<file path="src/rtl/mul_err_sweep_if.sv">
// Bundle between the sweep engine and the multiplier under test: operands out,
// product back, plus the start/status handshake and accumulated error results.
interface mul_err_sweep_if #(
  parameter int ERR_SUM_W = 32
);
  logic                 start;
  logic [7:0]           a;
  logic [7:0]           b;
  logic [15:0]          prod_in;
  logic                 busy;
  logic                 done;
  logic [16:0]          err_count;
  logic [ERR_SUM_W-1:0] err_sum;
  logic signed [32:0]   err_bias;
  logic [15:0]          max_err;

  modport master (
    output start, prod_in,
    input  a, b, busy, done, err_count, err_sum, err_bias, max_err
  );

  modport slave (
    input  start, prod_in,
    output a, b, busy, done, err_count, err_sum, err_bias, max_err
  );
endinterface

</file>
<file path="src/rtl/mul_err_sweep.sv">
// Exhaustive 8x8 multiplier checker: walks all 65536 operand pairs, compares the
// returned product with the exact one and accumulates count/sum/bias/max of the error.
module mul_err_sweep #(
  parameter int ERR_SUM_W = 32
) (
  input  logic          clk,
  input  logic          rst,
  mul_err_sweep_if.slave bus
);
  localparam logic [1:0] IDLE  = 2'd0;
  localparam logic [1:0] SWEEP = 2'd1;
  localparam logic [1:0] DRAIN = 2'd2;
  localparam logic [1:0] DONE  = 2'd3;

  logic [1:0]           state_reg;
  logic [15:0]          ab_reg;
  logic                 v1_reg;
  logic signed [16:0]   d1_reg;
  logic [15:0]          mag1_reg;
  logic [16:0]          count_reg;
  logic [ERR_SUM_W-1:0] sum_reg;
  logic signed [32:0]   bias_reg;
  logic [15:0]          max_reg;

  logic [15:0]          exact;
  logic [16:0]          diff;
  logic [16:0]          neg_diff;
  logic [15:0]          mag;

  // Difference is formed in 17 bits so the sign survives the full 0..65535 range.
  always_comb begin
    exact    = 16'(ab_reg[15:8]) * 16'(ab_reg[7:0]);
    diff     = {1'b0, bus.prod_in} - {1'b0, exact};
    neg_diff = 17'd0 - diff;
    mag      = diff[16] ? neg_diff[15:0] : diff[15:0];
  end

  always_ff @(posedge clk) begin
    if (rst) begin
      state_reg <= IDLE;
      ab_reg    <= 16'h0000;
      v1_reg    <= 1'b0;
      d1_reg    <= '0;
      mag1_reg  <= '0;
      count_reg <= '0;
      sum_reg   <= '0;
      bias_reg  <= '0;
      max_reg   <= '0;
    end else begin
      if (v1_reg) begin
        if (d1_reg != 17'sd0)
          count_reg <= count_reg + 17'd1;
        sum_reg  <= sum_reg + ERR_SUM_W'(mag1_reg);
        bias_reg <= bias_reg + {{16{d1_reg[16]}}, d1_reg};
        if (mag1_reg > max_reg)
          max_reg <= mag1_reg;
      end
      v1_reg <= 1'b0;

      case (state_reg)
        IDLE, DONE: begin
          if (bus.start) begin
            state_reg <= SWEEP;
            ab_reg    <= 16'h0000;
            count_reg <= '0;
            sum_reg   <= '0;
            bias_reg  <= '0;
            max_reg   <= '0;
          end
        end
        SWEEP: begin
          d1_reg   <= $signed(diff);
          mag1_reg <= mag;
          v1_reg   <= 1'b1;
          // Natural wrap of the pair counter leaves a=b=0 for DRAIN/DONE.
          ab_reg   <= ab_reg + 16'd1;
          if (ab_reg == 16'hFFFF)
            state_reg <= DRAIN;
        end
        default: begin
          state_reg <= DONE;
        end
      endcase
    end
  end

  assign bus.a         = ab_reg[15:8];
  assign bus.b         = ab_reg[7:0];
  assign bus.busy      = (state_reg == SWEEP) || (state_reg == DRAIN);
  assign bus.done      = (state_reg == DONE);
  assign bus.err_count = count_reg;
  assign bus.err_sum   = sum_reg;
  assign bus.err_bias  = bias_reg;
  assign bus.max_err   = max_reg;
endmodule

</file>
<file path="src/flat_wrapper.sv">
// flat-port wrapper written by rule: the top's interface ports become plain ports
module mul_err_sweep_flat 
#(
  parameter int ERR_SUM_W = 32
)
  (clk, rst, bus_start, bus_prod_in, bus_a, bus_b, bus_busy, bus_done, bus_err_count, bus_err_sum, bus_err_bias, bus_max_err);
  mul_err_sweep_if #(.ERR_SUM_W(ERR_SUM_W)) bus_i ();
  input  logic clk;
  input  logic rst;
  input wire logic [$bits(bus_i.start)-1:0] bus_start;
  input wire logic [$bits(bus_i.prod_in)-1:0] bus_prod_in;
  output wire logic [$bits(bus_i.a)-1:0] bus_a;
  output wire logic [$bits(bus_i.b)-1:0] bus_b;
  output wire logic [$bits(bus_i.busy)-1:0] bus_busy;
  output wire logic [$bits(bus_i.done)-1:0] bus_done;
  output wire logic [$bits(bus_i.err_count)-1:0] bus_err_count;
  output wire logic [$bits(bus_i.err_sum)-1:0] bus_err_sum;
  output wire logic [$bits(bus_i.err_bias)-1:0] bus_err_bias;
  output wire logic [$bits(bus_i.max_err)-1:0] bus_max_err;
  assign bus_i.start = bus_start;
  assign bus_i.prod_in = bus_prod_in;
  assign bus_a = bus_i.a;
  assign bus_b = bus_i.b;
  assign bus_busy = bus_i.busy;
  assign bus_done = bus_i.done;
  assign bus_err_count = bus_i.err_count;
  assign bus_err_sum = bus_i.err_sum;
  assign bus_err_bias = bus_i.err_bias;
  assign bus_max_err = bus_i.max_err;
  mul_err_sweep #(.ERR_SUM_W(ERR_SUM_W)) u_core (.clk(clk), .rst(rst), .bus(bus_i));
endmodule
</file>
<file path="config.mk">
export PLATFORM = sky130hd
export DESIGN_NAME = mul_err_sweep_flat
export DESIGN_NICKNAME = d
export VERILOG_FILES = /design/src/rtl/mul_err_sweep_if.sv /design/src/rtl/mul_err_sweep.sv /design/src/flat_wrapper.sv
export SDC_FILE = /design/constraint.sdc
export NUM_CORES = 1
export LEC_CHECK = 0
export CAP_MARGIN = 30
export CORE_UTILIZATION = 35
export CTS_CLUSTER_DIAMETER = 150
export CTS_CLUSTER_SIZE = 12
export DETAILED_ROUTE_END_ITERATION = 6
export GPL_TIMING_DRIVEN = 0
export HOLD_SLACK_MARGIN = 0.05
export SYNTH_ARGS = -nofsm -noshare
export SYNTH_HDL_FRONTEND = slang
export SYNTH_SLANG_ARGS = --single-unit
</file>
<file path="constraint.sdc">
create_clock -name clk -period 9.5 [get_ports clk]
set_input_delay 1.9 -clock clk [delete_from_list [all_inputs] [get_ports clk]]
set_output_delay 1.9 -clock clk [all_outputs]
set_load 0.005 [all_outputs]
</file>
==> results.sh <==
export IMPL_status="finished, final reports clean"
export IMPL_avgSynthCellArea_um2=8.154
export IMPL_grt_antenna_before_repair=0
export IMPL_final_cell_area_um2=14620
export IMPL_grt_usage_pct=19.61
export IMPL_slew_headroom_pct=35.88
export IMPL_hold_violations=0
export IMPL_first_pass_iters=5
export IMPL_cts_resized_gates=0
export IMPL_syn_nets=1667
export IMPL_die_h_um=187.9
export IMPL_worstSetupPathType="in2reg"
export IMPL_cts_made_buffers=17
export IMPL_antennaDiodeCount=0
export IMPL_nets=1822
export IMPL_use_met2_pct=33.50
export IMPL_hold_path_class="reg2reg"
export IMPL_setup_viol=0
export IMPL_vias_per_cell=5.302
export IMPL_dpl_hpwl_um=27540
export IMPL_critPathArrivalTime_ps=7550
export IMPL_tns_ps=0
export IMPL_synth_xor_area_share_pct=4.560
export IMPL_cp_start_kind="primary input"
export IMPL_clock_skew_ps=15.99
export IMPL_htreeDepth=4
export IMPL_slew_violations=0
export IMPL_synth_area_leaders="dfxtp_1, ha_1, fa_1, inv_1, nor2_1"
export IMPL_vdd_drop_max_v=0.0001506
export IMPL_largest_register_ff_count=33
export IMPL_die_w_um=187.9
export IMPL_synthArstFlopShare_pct=0
export IMPL_yosysTopAreaCell="dfxtp_1"
export IMPL_routedWlPerCell_um=16.44
export IMPL_ios=135
export IMPL_area_growth_pct=20.78
export IMPL_netlist_area_leader_share_pct=24.65
export IMPL_use_met1_pct=25.22
export IMPL_dp_cells=2068
export IMPL_clk_pin_slew_ps=70
export IMPL_period_minus_slack_ps=7192
export IMPL_netlist_instances=1484
export IMPL_ys_seq_area_share_pct=24.65
export IMPL_grt_busiest_layer="met2"
export IMPL_synthMuxAreaShare_pct=4.322
export IMPL_routed_wl_um=34520
export IMPL_synth_edf_count=0
export IMPL_place_gp_congestion=0.8444
export IMPL_synth_flop_cell="dfxtp_1"
export IMPL_clkSinkCount=149
export IMPL_post_cts_buffers=0
export IMPL_grt_max_degree=22
export IMPL_rsz0062_at_grt="false"
export IMPL_grt_pass1_wl_um=55380
export IMPL_tritoncts="yes"
export IMPL_grtUsageMet3_pct=2.845
export IMPL_root_buffer="clkbuf_16"
export IMPL_dpl_instance_area_um2=14020
export IMPL_die_area_um2=35320
export IMPL_synth_top_family_by_area="simple AND/OR/NAND/NOR gates"
export IMPL_ys_ff_latch=149
export IMPL_start_util_pct=35.82
export IMPL_power_total_mw=2.404
export IMPL_finalCritPeriodShare_pct=75.70
export IMPL_final_cells=2100
export IMPL_ctsLongestPathBuffers=2
export IMPL_io_buffers=133
export IMPL_postCtsHoldBufs=0
export IMPL_synth_simple_area_share_pct=21.53
export IMPL_netlist_area_um2=12100
export IMPL_final_antenna_net_count=0
export IMPL_synth_cell_types=76
export IMPL_worstPathRequired_ps=9860
export IMPL_path_max_fanout=10
export IMPL_drv_cap=0
export IMPL_final_layout_size_suffix_gt1_share_pct=3.753
export IMPL_clk_latency_ps=440
export IMPL_synth_compound_area_share_pct=18.17
export IMPL_grt_pass1_vias=10540
export IMPL_drc=0
export IMPL_crit_path_end_kind="flip-flop"
export IMPL_cellPowerDensity_nw_per_um2=164.5
export IMPL_yosys_warnings=0
export IMPL_leakage_nw=5.948
export IMPL_core_um2=33780
export IMPL_vias=11140
export IMPL_worst_pin_slew_ps=961.9
export IMPL_drtIter0Drc=712
export IMPL_rows=67
export IMPL_synth_adder_area_share_pct=20.25
export IMPL_max_freq_ghz=0.1391
export IMPL_rrSetupSlack_ps=3210
export IMPL_grt_overflow_total=0
Yosys cell counts (5+ instances only):
master	instances
dfxtp_1	149
inv_1	139
nor2_1	136
nand2_1	133
ha_1	111
a21oi_1	90
fa_1	53
nand3_1	51
mux2i_1	50
clkbuf_1	48
o21ai_0	42
a21o_1	39
and2_1	39
xor2_1	35
or3_1	28
xnor2_1	28
a211oi_1	26
nor3_1	25
nand4_1	21
and3_1	17
nand2b_1	14
o21a_1	14
o31ai_1	12
o21bai_1	10
nor2b_1	9
nor3b_1	9
or4_1	9
a31oi_1	8
buf_1	8
o211ai_1	8
nand3b_1	7
nor4_1	7
or2_2	7
a311oi_1	6
buf_2	6
o2111ai_1	6
o22ai_1	6
o311ai_0	6
o41ai_1	6
a2111oi_0	5
a211o_1	5
path summary, 6_finish.rpt:
check / startpoint / cells past startpoint / end
worst max-delay path: bus_prod_in[7] / 20 / u_core.mag1_reg[12]
worst min-delay path: u_core.state_reg[1] / 2 / u_core.state_reg[1]
worst max register to register: u_core.ab_reg[12] / 19 / u_core.mag1_reg[12]
worst min register to register: u_core.state_reg[1] / 2 / u_core.state_reg[1]
cells in the final DEF, fill, tap and decap left out, drive strengths merged, types with 7 or more instances in the layout:
cell           instances
nand3b                 7
nor2b                  9
clkbuf                66
nor3b                  9
clkdlybuf4s50        133
a2111oi                7
o21a                  14
xor2                  35
or3                   29
and2                  39
buf                   18
a31oi                  8
a21oi                 90
ha                   111
nor3                  25
o211ai                 8
inv                  145
and3                  17
o311ai                 8
nor4                   7
nor2                 136
dfxtp                149
nand2                133
or2                    7
nand3                 51
or4                    9
xnor2                 28
a211oi                26
o21bai                10
o31ai                 12
a21o                  39
fa                    53
nand2b                14
mux2i                 50
o21ai                 43
nand4                 21
critical path: stages:
cell and delay [ps]:
clkdlybuf4s50_1 450, inv_1 50, fa_1 530, inv_1 50
fa_1 490, fa_1 490, inv_1 50, fa_1 520
inv_1 40, ha_1 260, clkbuf_1 270, a21o_1 180
nor3_1 70, a211oi_1 560, o31ai_1 240, a211oi_1 600
buf_2 340, a21oi_1 80, xnor2_1 150, a211oi_1 220
cell type report:
type                       instances  area (um2)
timing repair buffer             136        1361
sequential                       149        2983
fill                            3379       19170
multi-input combinational       1131        8328
inverter                         139       521.8
clock buffer                      17       425.4
clock inverter                    15       167.7
tap                              448       560.5
buffer                            65       267.8
cell families (layout without fill, tap and decap cells):
group	Yosys count	after routing
AND/OR/NAND/NOR	527	527
AO/OA/AOI/OAI	325	325
multiplexers	52	52
buffers and inverters	204	372
XOR/XNOR	63	63
adder cells (fa/ha/maj)	164	164
flip-flops	149	149
stage by stage:
stage	hold slack, ps	setup slack, ps	util (%)
after floorplan	448.6	3017	-
after global placement	462.1	1877	41.42
after detailed placement	476.2	1797	41.51
after CTS	484.9	2263	43.26
after global routing	513.9	1900	43.26
final	482.4	2308	43.26
layer usage:
metal,part of all wire (%),vias up
met3,4.4,42
met4,2.1,0
met2,48,290
li1,-,5548
met5,0,-
met1,46,5255
power by group:
group	internal [mW]	leakage, nW	total [mW]	switching, mW
sequential	0.695	1.21	0.794	0.0996
combinational	0.356	4.45	0.909	0.553
clock	0.393	0.291	0.701	0.308
total	1.44	5.95	2.40	0.960
Power figures use the tool's default switching activity.
